File: src/rtl/pipe_stage_rv.sv
// Valid/ready pipeline register with optional 2-entry skid, flush and saturating stall counter.
// Latency 1 cycle; backpressure holds the head beat, SKID=1 registers in_ready, SKID=0 passes out_ready through.
module pipe_stage_rv #(
    parameter int DATA_W = 64,
    parameter int CTRL_W = 8,
    parameter int SKID   = 1,
    parameter int CNT_W  = 16
) (
    input  logic              clk,
    input  logic              reset,
    input  logic              in_valid,
    output logic              in_ready,
    input  logic [DATA_W-1:0] in_data,
    input  logic [CTRL_W-1:0] in_ctrl,
    input  logic              flush,
    output logic              out_valid,
    input  logic              out_ready,
    output logic [DATA_W-1:0] out_data,
    output logic [CTRL_W-1:0] out_ctrl,
    output logic [CNT_W-1:0]  stall_cnt
);

    logic              main_vld;
    logic [DATA_W-1:0] main_dat;
    logic [CTRL_W-1:0] main_ctl;
    logic              skid_vld;
    logic [DATA_W-1:0] skid_dat;
    logic [CTRL_W-1:0] skid_ctl;
    logic              ix;
    logic              ox;

    always_comb begin
        in_ready = 1'b0;
        if (SKID != 0) begin
            in_ready = !skid_vld && !reset;
        end else begin
            in_ready = !reset && (!main_vld || out_ready);
        end
    end

    assign ix        = in_valid & in_ready;
    assign ox        = main_vld & out_ready;
    assign out_valid = main_vld;
    assign out_data  = main_dat;
    assign out_ctrl  = main_vld ? main_ctl : '0;

    // Entry valids encode the state: EMPTY (none), ONE (main), FULL (main+skid).
    always_ff @(posedge clk) begin
        if (reset) begin
            main_vld <= 1'b0;
            main_dat <= '0;
            main_ctl <= '0;
            skid_vld <= 1'b0;
            skid_dat <= '0;
            skid_ctl <= '0;
        end else if (flush) begin
            // Payloads are left in place; only valids and control bits are squashed.
            main_vld <= 1'b0;
            main_ctl <= '0;
            skid_vld <= 1'b0;
            skid_ctl <= '0;
        end else if (skid_vld) begin
            if (ox) begin
                main_dat <= skid_dat;
                main_ctl <= skid_ctl;
                skid_vld <= 1'b0;
                skid_ctl <= '0;
            end
        end else if (main_vld) begin
            if (ix && ox) begin
                main_dat <= in_data;
                main_ctl <= in_ctrl;
            end else if (ix && (SKID != 0)) begin
                skid_vld <= 1'b1;
                skid_dat <= in_data;
                skid_ctl <= in_ctrl;
            end else if (ox) begin
                main_vld <= 1'b0;
                main_ctl <= '0;
            end
        end else if (ix) begin
            main_vld <= 1'b1;
            main_dat <= in_data;
            main_ctl <= in_ctrl;
        end
    end

    always_ff @(posedge clk) begin
        if (reset) begin
            stall_cnt <= '0;
        end else if (main_vld && !out_ready && (stall_cnt != {CNT_W{1'b1}})) begin
            stall_cnt <= stall_cnt + 1'b1;
        end
    end

endmodule
File: config.mk
export PLATFORM = sky130hd
export DESIGN_NAME = pipe_stage_rv
export DESIGN_NICKNAME = d
export VERILOG_FILES = /design/src/rtl/pipe_stage_rv.sv
export SDC_FILE = /design/constraint.sdc
export NUM_CORES = 1
export LEC_CHECK = 0
export ABC_AREA = 1
export ABC_CLOCK_PERIOD_IN_PS = 2000
export CAP_MARGIN = 0
export CORE_MARGIN = 2
export CORE_UTILIZATION = 35
export DETAILED_ROUTE_END_ITERATION = 7
export PLACE_DENSITY = 0.64
export SYNTH_ARGS = -nofsm -noshare
export SYNTH_HDL_FRONTEND = slang
export SYNTH_SLANG_ARGS = --single-unit
File: constraint.sdc
create_clock -name clk -period 2 [get_ports clk]
set_clock_uncertainty 0.15 [all_clocks]
set_input_delay 0.4 -clock clk [delete_from_list [all_inputs] [get_ports clk]]
set_output_delay 0.4 -clock clk [all_outputs]
set_load 0.05 [all_outputs]
==> parameters.txt, run 1 <==
Parameter                              Value

Floorplanning
  Die Wd    about 150 um
  Number of top-level pins    roughly 170
  Floorplan row count    53
  Starting utilization of the core area    35.3%
  Std-Cell Core Area    20800 um^2
  Die Footprint    22200 um^2
  Die Y    149 um

Critical path
  Critical path startpoint category    flip-flop
  Data required time at the worst endpoint    about 1.5 ns
  Worst R2R End    stall_cnt[4]$_SDFFE_PP0P_
  CP endpoint kind    output port
  End point of the critical path    out_ctrl[7]
  Worst EP arrival    ~1.3 ns
  Crit. Startpoint    out_valid$_SDFFE_PP0N_
  Reg2Reg Depth    10
  Flop2flop setup slack    0.20 ns
  Worst-path maximum fanout    13
  RR Startpoint    stall_cnt[1]$_SDFFE_PP0P_
  Classification of the worst setup path    reg -> out

Clock tree
  Buffer depth of the longest clock path    2
  Number of H-tree levels    4
  Clock latency of the later-clocked register in the worst-skew pair    0.42 ns
  # clock sinks    162
  Clock tree from TritonCTS    yes
  Root Buffer    clkbuf_16
  Post-CTS Repair Setup Buffers    0
  Inserted Clock Buffers    17
  Number of cells upsized or downsized after cts    0
  CTS clock-pin slew for the worst setup and hold paths    0.06 ns
  Post-CTS Hold Fix Bufs    0

Hold path
  Hold Path Origin    skid_dat[46]$_SDFFE_PP0P_
  Hold Path Class    reg -> reg

Placement
  Place WS    -0.134 ns
  HPWL reported at the end of detailed placement    12.7 mm
  Dpl cell area    between 9000 and 10000 um^2
  Gpl congestion    0.772
  Count of input and output buffers    about 170

Drt
  First drt pass iteration count    5
  Post-DRT Antenna Nets    0
  Detailed-route wire length per cell    around 13 um
  DR DRC count    0
  Routed vias/inst    4.71
  Number of DRC violations after detailed-routing iteration 0    348
  Via count    between 6000 and 7000
  Final wirelength    19.1 mm

Timing
  Worst path setup slack after routing    0.119 ns
  Total count of max-transition violations in the final report    0
  Final setup violation count    0
  Tightest slew margin relative to the limit    73.6%
  Final Hold Vio Count    0
  Setup repair after global routing missed its margin    false
  FMAX    532 MHz
  Worst slew pin tran    ~0.40 ns
  Fin crit share    94.0%
  Final critical delay including setup and external delays    1.88 ns
  Setup_tns    0 ns

Pwr
  Worst supply voltage drop on vdd    0.523 mV
  LEAKAGE    4.04 nW
  Power after layout    0.00789 W
  PD cells    777 nW/um^2

Logic synthesis
  Post-synthesis sequential element count    162
  Sequential-to-total area share from yosys stat    44.1%
  Number of nets in the synthesized netlist    between 1000 and 1500
  Synthesized netlist cell count    993
  Synth Area per Inst    7.41 um^2
  Yosys warning total    0
  Netlist area before placement    7360 um^2
  Count of cell types in the netlist    23

Global routing
  Global-route wire length before repair    between 30 and 40 mm
  Via count of the first global-routing pass    6187
  Maximum number of pins on one net before global-route repair    79
  Initial antenna violation count    0
  Total gr overflow    0
  GRT Resource Usage Total    approximately 17%

Cells and area
  Register area    about 3200 um^2
  Post-route core utilization    48.8%
  Number of antenna diodes    0
  Share of layout cells above drive strength 1    approximately 16%
  Footprint of the multi-input gates    about 3400 um^2
  Most frequent cells in the layout    a21oi_1 (166), dfxtp_1 (159), nand2_1 (145), buf_4 (115), inv_1 (105)
  Finished Cell Area    between 10000 and 15000 um^2
  Most common cell after layout, fill and taps aside    a21oi_1
  Nets@finish    around 1200
  Filler cells    2048
  Area Overhead vs Synth    38.0%

Run status
  Status    finished, final reports clean

Flow run
  Max-capacitance violation count    0
## metrics by stage
stage	cells	hold slack [ns]
global route	1446	0.311
finish	1446	0.293
detailed placement	1415	0.285
floorplan	993	0.273
CTS	1446	0.295
global placement	1415	0.280
## routing by layer
layer  wire [um]  global-route usage (%)  part of all wire, %
met4         271                    5.38                  1.4
met1        9010                    22.8                   47
met3         944                    3.98                  4.9
met5           0                       0                    0
met2        8920                    27.9                   47
## flip-flops by register name, summed over array words and instances, names as in the netlist
register   cells
skid_ctl       8
stall_cnt     16
out_valid      1
skid_vld       1
out_data      64
skid_dat      64
main_ctl       8
## cells by family (layout without fill, tap and decap cells)
logic type	count (synthesis)	after routing	share of synthesized area (%)
and+or+nand+nor	337	337	19.2
DFF	162	162	44.1
AOI/OAI and AO/OA	246	246	16.7
xor gates and xnor gates	5	5	0.595
muxes	64	64	8.71
buffers and inverters	178	356	10.5
adders and majority gates	1	1	0.170
## critical path: stages, from the launching register on
cell and delay, ns:
dfxtp_1 0.40, buf_6 0.20, nand2_1 0.08, inv_1 0.10
buf_12 0.14
## synth_stat cells
cell / instances / area, um^2
a21oi_1: 167 / 836
dfxtp_1: 162 / 3240
nand2_1: 146 / 548
inv_1: 106 / 398
nor2_1: 96 / 360
nand3_1: 83 / 415
o21ai_0: 77 / 385
mux2i_1: 64 / 641
buf_2: 33 / 165
clkbuf_1: 18 / 67.6
buf_4: 15 / 113
nand4_1: 6 / 37.5
buf_1: 5 / 18.8
xor2_1: 4 / 35.0
nor2_4: 2 / 22.5
o21ai_1: 2 / 10.0
buf_6: 1 / 11.3
ha_1: 1 / 12.5
nand2_2: 1 / 6.26
nand3b_1: 1 / 7.51
nor2_2: 1 / 6.26
nor3b_1: 1 / 7.51
xnor2_1: 1 / 8.76
## area by class of cell
cell class	instances	area share, %
multi-input cells	653	33.3
flip-flops and latches	162	32.0
repair buffers	219	21.4
clock buffers	17	4.19
inverters	106	3.93
well taps	275	3.39
clock inverters	14	1.76
## worst min-delay path by stage
stage                                           end  slack [ns]  cells after the start
after global placement    skid_dat[28]$_SDFFE_PP0P_        0.28                      2
after global routing      skid_dat[37]$_SDFFE_PP0P_        0.31                      2
after floorplan            skid_dat[0]$_SDFFE_PP0P_        0.27                      2
after detailed placement  skid_dat[37]$_SDFFE_PP0P_        0.28                      2
final                     skid_dat[46]$_SDFFE_PP0P_        0.29                      2
after CTS                 skid_dat[37]$_SDFFE_PP0P_        0.30                      2
## where the power goes
part | internal, W | switching (W)
Combinational | 0.000455 | 0.000666
Sequential | 0.00332 | 0.0000599
Clock | 0.00198 | 0.00140
Total | 0.00576 | 0.00213
Power figures use the tool's default switching activity.
==> run 2, diff against run 1 <==
- ABC_AREA: 1 -> not set
- CORE_UTILIZATION: 35 -> 49
- PLACE_DENSITY: 0.64 -> 0.85
==> run 2 against run 1 <==
  * The flow now finishes with violations (setup timing)
  * Critical endpoint is now skid_dat[59]$_SDFFE_PP0P_
  * Core utilization increased by 23 points
  * First-iteration DRC count increased by 2.0%
  * Non-clock buffer count decreased by 7
  * Final cell count decreased by 23%
  * Global-route usage increased by 5.5 points
  * Die area decreased by 34%
  * Setup slack got worse by 0.19 ns
  * Clock-buffer cell count increased by 4
==> parameters.txt, run 2 <==
Parameter                              Value

Hold path
  Hold Path Class    in -> reg

Floorplanning
  Floorplan row count    42
  Die Wd    121 um
  Die Footprint    14600 um^2
  Die Y    121 um
  Std-Cell Core Area    between 10000 and 15000 um^2
  Starting utilization of the core area    between 50% and 60%
  Number of top-level pins    167

Logic synthesis
  Netlist area before placement    6700 um^2
  Portion of netlist area occupied by mux cells    approximately 11%
  Async set-reset flop share out of synthesis    0%
  Adder-cell share of the synthesized area    0.187%
  Yosys warning total    0
  Count of cell types in the netlist    43
  Cell types with the highest counts after synthesis    dfxtp_1 (162), nand2_1 (134), nor2_1 (83), a21oi_1 (80), mux2i_1 (72)
  Post-synthesis cell type with the largest combined area    dfxtp_1
  Post-Synth XOR/XNOR Area    less than 1%
  Post-synthesis simple-gate area fraction    19.2%
  Library cell with the highest instance count after synthesis    dfxtp_1
  Synthesized netlist cell count    760
  Most used flip-flop cell after synthesis    dfxtp_1
  Sequential-to-total area share from yosys stat    roughly 48%
  Number of nets in the synthesized netlist    between 800 and 900
  Post-synthesis sequential element count    approximately 160
  Fraction of the mapped netlist area in compound gates    between 10% and 20%
  Largest family of logic cells by synthesized area    simple AND/OR/NAND/NOR gates
  Ranking of synthesized cells by area    dfxtp_1 (48%), mux2i_1 (11%), nand2_1 (7.5%)
  Synth Area per Inst    slightly below 9 um^2
  Number of enable-type register cells in the synthesized netlist    0
  Fraction of synthesized cell area taken by the top area cell type    between 40% and 50%

Cells and area
  Most common cell after layout, fill and taps aside    dfxtp_1
  Post-route core utilization    between 70% and 80%
  Filler cells    953
  Area Overhead vs Synth    43.3%
  Number of antenna diodes    0
  Footprint of the multi-input gates    3400 um^2
  Nets@finish    slightly above 1000
  Share of layout cells above drive strength 1    26.5%
  Register area    3300 um^2
  Layout Cells excl Fill    1117
  Most frequent cells in the layout    dfxtp_1 (144), nand2_1 (116), buf_4 (103), nor2_1 (78), clkdlybuf4s50_1 (73)
  Finished Cell Area    9610 um^2

Timing
  Worst slew pin tran    0.853 ns
  Tightest slew margin relative to the limit    43.1%
  FMAX    a little under 500 MHz
  Hold_ws    0.174 ns
  Setup repair after global routing missed its margin    true
  Final Hold Vio Count    0
  Fin crit share    104%
  Setup_tns    -1.57 ns
  Total count of max-transition violations in the final report    0
  Worst path setup slack after routing    -0.0710 ns
  Final setup violation count    58
  Final critical delay including setup and external delays    2.07 ns

Critical path
  Data required time at the worst endpoint    between 2 and 2.5 ns
  Worst EP arrival    2.19 ns
  Cell-by-cell listing of the critical path    or3b_4, or4b_4, buf_12, nand2_1, a21oi_1
  Critical Path Max Stage Delay    0.65 ns
  Worst-path maximum fanout    31
  Classification of the worst setup path    reg -> reg
  Max stage delay cell, worst path    or4b_4
  Critical path startpoint category    flip-flop
  CP endpoint kind    flip-flop

Drt
  Via count    about 6100
  Detailed-route wire length per cell    approximately 15 um
  Number of DRC violations after detailed-routing iteration 0    roughly 360
  First drt pass iteration count    4
  Final wirelength    17.2 mm
  Routed vias/inst    5.42
  Post-DRT Antenna Nets    0
  DR DRC count    0

Global routing
  Via count of the first global-routing pass    between 5000 and 6000
  GRT Resource Usage Total    22.7%
  Global-route wire length before repair    roughly 27 mm
  Total gr overflow    0
  Initial antenna violation count    0
  Maximum number of pins on one net before global-route repair    72

Run status
  Violations in the final reports    setup timing
  Status    finished with violations

Clock tree
  # clock sinks    162
  Buffer depth of the longest clock path    2
  Inserted Clock Buffers    17
  Root Buffer    clkbuf_16
  CTS clock-pin slew for the worst setup and hold paths    0.06 ns
  Number of H-tree levels    4
  Clock latency of the later-clocked register in the worst-skew pair    approximately 0.42 ns
  Clock tree from TritonCTS    yes

Flow run
  Max-capacitance violation count    0

Placement
  Count of input and output buffers    166
  HPWL reported at the end of detailed placement    about 11 mm
  Gpl congestion    0.833
  Dpl cell area    8660 um^2
  Post-Place Cells    approximately 1100

Pwr
  Worst supply voltage drop on vdd    around 0.49 mV
  PD cells    770 nW/um^2
  LEAKAGE    between 3 and 4 nW
[run 2: cell types whose count changed after synthesis, sizes merged, moves of 9 or more]
cell | previous run | this run
o21ai | 79 | 8
buf | 54 | 37
o31ai | 0 | 9
or4 | 0 | 10
a211oi | 0 | 65
a21oi | 167 | 80
nor3 | 0 | 9
nor2 | 99 | 83
nand2 | 147 | 134
inv | 106 | 2
and2 | 0 | 9
nand3 | 83 | 7
nor2b | 0 | 9
[run 2: path summary, 6_finish.rpt]
check / start / endpoint / slack, ns / depth (start not counted)
max: skid_vld$_SDFF_PP0_ / skid_dat[59]$_SDFFE_PP0P_ / -0.07 / 5
max reg2reg: skid_vld$_SDFF_PP0_ / skid_dat[59]$_SDFFE_PP0P_ / -0.07 / 5
min: reset / stall_cnt[0]$_SDFFE_PP0P_ / 0.17 / 3
min reg2reg: skid_dat[2]$_SDFFE_PP0P_ / skid_dat[2]$_SDFFE_PP0P_ / 0.31 / 2
[run 2: layout make-up]
cell class                 instances  area share (%)
multi-input combinational        534            35.4
clock inverter                    10           0.782
inverter                           2          0.0782
timing repair buffer             212            22.0
clock buffer                      21            5.12
sequential                       162            34.3
tap                              176            2.29
[run 2: logic make-up after synthesis]
| family | count (synthesis) |
|---|---|
| compound gates | 172 |
| xor+xnor | 1 |
| fa+ha+maj | 1 |
| buf+inv | 64 |
| flops | 162 |
| mux | 72 |
| simple gates | 288 |
[run 2: what timing repair did]
| item | in CTS | in global routing |
|---|---|---|
| setup buffers | 2 | 3 |
| setup endpoints to repair | 133 | 115 |
| resized for setup | 19 | 62 |
| pin swaps | 2 | 15 |
| gates cloned | 4 | 1 |
| hold buffers | 0 | 0 |
[run 2: per-layer routing]
layer	part of all wire, %	routed length (um)	GRT usage (%)	vias to the layer above
met2	48	8230	36.1	160
met1	45	7670	29.8	2865
met4	1.5	255	8.87	0
li1	-	-	-	3012
met3	5.9	1010	5.45	22
met5	0	0	0	-
[run 2: worst max-delay path: cells and delay by family, from the launching register on]
family	cells	cell delay [ns]
flip-flops	1	0.35
AND/OR/NAND/NOR	3	1.14
AO/OA/AOI/OAI	1	0.07
buffers and inverters	1	0.21
[run 2: report_power, final]
part	internal (W)	total, W	leakage (nW)	switching [W]
Clock	0.00176	0.00306	0.271	0.00130
Sequential	0.00330	0.00335	1.33	0.0000534
Combinational	0.000405	0.000981	1.80	0.000576
[run 2: stage by stage]
step | setup slack [ns] | total power (W)
finish | -0.0710 | 0.00740
global route | -0.132 | 0.00767
CTS | -0.0881 | 0.00743
detailed placement | -0.702 | 0.00437
global placement | -0.670 | 0.00436
floorplan | 0.00131 | 0.00396
==> RTL change 1: new RTL, config.mk and constraints of run 2 <==
Make the reset (`reset`) asynchronous in 2 clocked blocks.
--- a/src/rtl/pipe_stage_rv.sv
+++ b/src/rtl/pipe_stage_rv.sv
@@ -46,5 +46,5 @@
 
     // Entry valids encode the state: EMPTY (none), ONE (main), FULL (main+skid).
-    always_ff @(posedge clk) begin
+    always_ff @(posedge clk or posedge reset) begin
         if (reset) begin
             main_vld <= 1'b0;
@@ -86,5 +86,5 @@
     end
 
-    always_ff @(posedge clk) begin
+    always_ff @(posedge clk or posedge reset) begin
         if (reset) begin
             stall_cnt <= '0;
Function: changed (a bounded check fails within 4 cycles, from zero or initial values and one cycle with reset high; the reset may be asserted at any time).
==> RTL change 1 against run 2 <==
- routed wire length rose by 8.9%
- critical path type unchanged
- design area grew 5.6%
- die area up 5.2%
- synthesized area up 5.4%
- critical path depth is 1 higher
- setup slack gained 0.090 ns
- critical endpoint is now out_data[15]
- sequential cell count unchanged
Power is not compared: it rests on default switching activity, and its combinational part moved more than twofold at a synthesized area within 25%.
==> RTL change 1: results (changes against run 2) <==
Run status
  • Outcome: finished clean

Worst setup path
  • Critical R2R Capture: out_data[15]
  • Reg2reg start: skid_vld
  • R2R setup slack: 0.02 ns (+0.09 ns)
  • CP max FO: 7 (-77%)

Logic synthesis
  • Synth unique cells: 37 (-14%)
  • Post-synthesis sequential area ratio: 0.574 (+0.0900)
  • Cell count after synthesis: 595 (-22%)
  • Mapped Nets: 673 (-20%)
  • Ys async rst share: 1.00 (+1.00)

Drt
  • Vias: 5448 (-10%)
  • Vias/cell: 5.54 (+2.1%)
  • 1st-iter DRT viols: 301 (-15%)

Layout
  • Clock-cell share: 0.0635 (+0.00449)
  • Share of cells above drive strength 1: 0.381 (+0.116)
  • Layout Nets: 869 (-14%)
  • Area occupied by multi-input gates: 3020 um^2 (-11%)
  • Non-clk invs: 11 (+9)
  • Filler cell count in the final layout: 876 (-8.1%)
  • Non-clock buffer share of cell area: 0.213 (-0.00770)
  • Non-clock buffer count: 213 (+0.47%)
  • Clock buffer count: 20 (-4.8%)
  • Fraction of area in registers: 0.400 (+0.0565)

Global route
  • Met1 usage: 0.266 (-0.0313)
  • Global-route wire length before repair: 27400 um (+3.1%)
  • Met2 GRT Util: 0.400 (+0.0397)
  • Vias in the first global route: 5657 (+4.9%)

Placement
  • Hpwl dp: 12000 um (+13%)
  • Placer Congestion: 0.861 (+3.3%)

STA
  • Worst-Margin Slew: 0.495 ns (-0.358 ns)
  • Hold WS: 0.357 ns (+0.183 ns)

Worst hold path
  • Hold WC Path Type: flop to flop
==> RTL change 1: cell types whose count changed after synthesis, moves of 10 or more <==
cell / delta
clkbuf_1: -15
a21oi_1: -10
a211oi_1: -65
mux2_2: +65
nand2_1: -118
dfrtp_1: +162
xor2_1: +10
dfxtp_1: -162
==> RTL change 1: stage by stage <==
stage                     utilization  worst slack, ns  area [um^2]  power (mW)
after floorplan                     -           -0.607         7080        5.91
after CTS                       0.700          -0.0298         9790        10.5
after global routing            0.725          -0.0594        10100        11.0
after detailed placement        0.652           -0.420         9120        6.98
final                           0.725           0.0189        10100        10.6
after global placement          0.652           -0.346         9120        6.85
==> RTL change 1: how the worst max path moves through the flow <==
stage,slack [ns],from,cells past startpoint,to
finish,0.02,skid_vld,6,out_data[15]
global placement,-0.35,in_valid,7,out_data[7]
CTS,-0.03,skid_vld,3,in_ready
detailed placement,-0.42,in_valid,7,out_data[53]
global route,-0.06,skid_vld,6,out_data[15]
floorplan,-0.61,reset,1,main_ctl[0]
==> RTL change 1: timing repair <==
item / CTS / global route
pin swaps: 0 / 3
gates cloned: 0 / 5
setup endpoints to repair: 11 / 70
gates resized for setup: 5 / 64
buffers inserted: 0 / 1
==> RTL change 1: worst max-delay path, stage by stage, from the launching register on <==
cell and delay (ns):
dfrtp_4 0.50, or3b_4 0.40, a211oi_4 0.26, buf_6 0.24, clkbuf_16 0.19, nor2_1 0.05, a21oi_1 0.11
==> RTL change 1: routing by layer <==
metal / up-vias / share of wire / wire length [um]
li1: 2465 / - / -
met3: 37 / 0.081 / 1510
met4: 0 / 0.021 / 396
met5: - / 0 / 0
met1: 2737 / 0.38 / 7150
met2: 209 / 0.52 / 9640
==> RTL change 1: kinds of logic (layout without fill, tap and decap cells) <==
| family | Yosys count | after routing | synth area share |
|---|---|---|---|
| adder cells (fa/ha/maj) | 1 | 1 | 0.00177 |
| AO/OA/AOI/OAI | 86 | 86 | 0.0682 |
| multiplexers | 138 | 138 | 0.207 |
| buffers and inverters | 47 | 256 | 0.0353 |
| XOR/XNOR | 12 | 12 | 0.0149 |
| AND/OR/NAND/NOR | 149 | 149 | 0.0989 |
| flip-flops | 162 | 162 | 0.574 |
==> RTL change 1: power by group through the flow <==
stage | registers (mW) | clock network (mW) | logic (mW)
after global placement | 4.15 | 0 | 2.70
after global routing | 4.25 | 3.69 | 3.08
after detailed placement | 4.19 | 0 | 2.79
final | 4.20 | 3.50 | 2.92
after floorplan | 5.19 | 0 | 0.724
after CTS | 4.15 | 3.54 | 2.81
==> RTL change 2: new RTL, settings of run 2 <==
Made on the original files. Set the parameter `CTRL_W` to 12 (it was 8).
--- a/src/rtl/pipe_stage_rv.sv
+++ b/src/rtl/pipe_stage_rv.sv
@@ -3,5 +3,5 @@
 module pipe_stage_rv #(
     parameter int DATA_W = 64,
-    parameter int CTRL_W = 8,
+    parameter int CTRL_W = 12,
     parameter int SKID   = 1,
     parameter int CNT_W  = 16
Ports: changed (resized in_ctrl and out_ctrl); port bits go from 167 to 175. No check against the original RTL was run, so the function may have changed too.
==> RTL change 2 against run 2 <==
- the flow still finishes with violations (setup timing)
- critical endpoint is now out_data[22]
- setup slack better by 0.013 ns
- sequential cell count up 8
- critical path type unchanged
- sequential share of layout area is 1.4 points lower
- routed wire length grew 16%
- total power is 10% higher
- synthesized area rose by 5.1%
- combinational power rose by 14%
- design area increased by 8.3%
==> RTL change 2: results (changes against run 2) <==
Layout
  • Non-clock buffer count: 239 (+13%)
  • Count of multi-input combinational gates: 561 (+5.1%)
  • Filler cell count in the final layout: 934 (-2.0%)
  • Clock buffer count: 23 (+9.5%)
  • Share of cells above drive strength 1: 0.267 (+0.00232)

Pwr
  • Peak supply drop: 0.636 mV (+29%)

Placement
  • Placer Congestion: 0.810 (-2.8%)
  • Dpl ws: -0.713 ns (-0.0109 ns)

Floorplanning
  • Tap cells: 180 (+2.3%)

Global route
  • Largest net degree at the start of global routing: 82 (+14%)
  • Total track usage: 0.258 (+0.0312)
  • Vias in the first global route: 6308 (+17%)

Worst setup path
  • CP max-delay cell: or3b_4
  • Worst Path Arrival: 2.23 ns (+0.04 ns)
  • CP max FO: 6 (-81%)
  • CP top delay family: buffers and inverters

Logic synthesis
  • Post-synthesis mux area share: 0.108 (+0.000431)
  • Cell count after synthesis: 800 (+5.3%)
  • Post-synthesis sequential area ratio: 0.483 (-0.000903)
  • Synth unique cells: 41 (-4.7%)

Run status
  • Failing checks: setup timing
  • Outcome: finished, violations left

CTS
  • TritonCTS Sinks: 170 (+4.9%)

Drt
  • Routed length per instance: 16.8 um (+9.5%)
  • 1st-iter DRT viols: 453 (+28%)
  • Vias: 6622 (+9.3%)
  • Pre-antenna DRT Iters: 8 (+4)

STA
  • Post-layout worst setup margin: -0.0580 ns (+0.0130 ns)
  • Endpoints failing setup: 27 (-53%)
[RTL change 2: final timing paths]
path           startpoint  slack (ns)  depth (start not counted)           end
max              skid_vld       -0.06                          8  out_data[22]
min                 reset        0.27                          3  stall_cnt[1]
max reg2reg      skid_vld       -0.06                          8  out_data[22]
min reg2reg  skid_dat[41]        0.31                          2  skid_dat[41]
[RTL change 2: per-layer routing]
| metal | GRT usage | part of all wire | up-vias |
|---|---|---|---|
| li1 | - | - | 3192 |
| met1 | 0.325 | 0.42 | 3174 |
| met2 | 0.435 | 0.50 | 221 |
| met3 | 0.0577 | 0.058 | 35 |
| met4 | 0.0920 | 0.018 | 0 |
| met5 | 0 | 0 | - |
[RTL change 2: timing repair]
item,4_1_cts,5_1_grt
gates cloned,10,0
buffers inserted,12,6
endpoints found under the setup margin,133,140
pin swaps,26,20
endpoints found under the hold margin,0,0
gates resized for setup,64,47
[RTL change 2: power breakdown]
part           switching [mW]  internal [mW]
registers              0.0636           3.48
clock network            1.34           2.14
logic                   0.645          0.476
total                    2.05           6.09
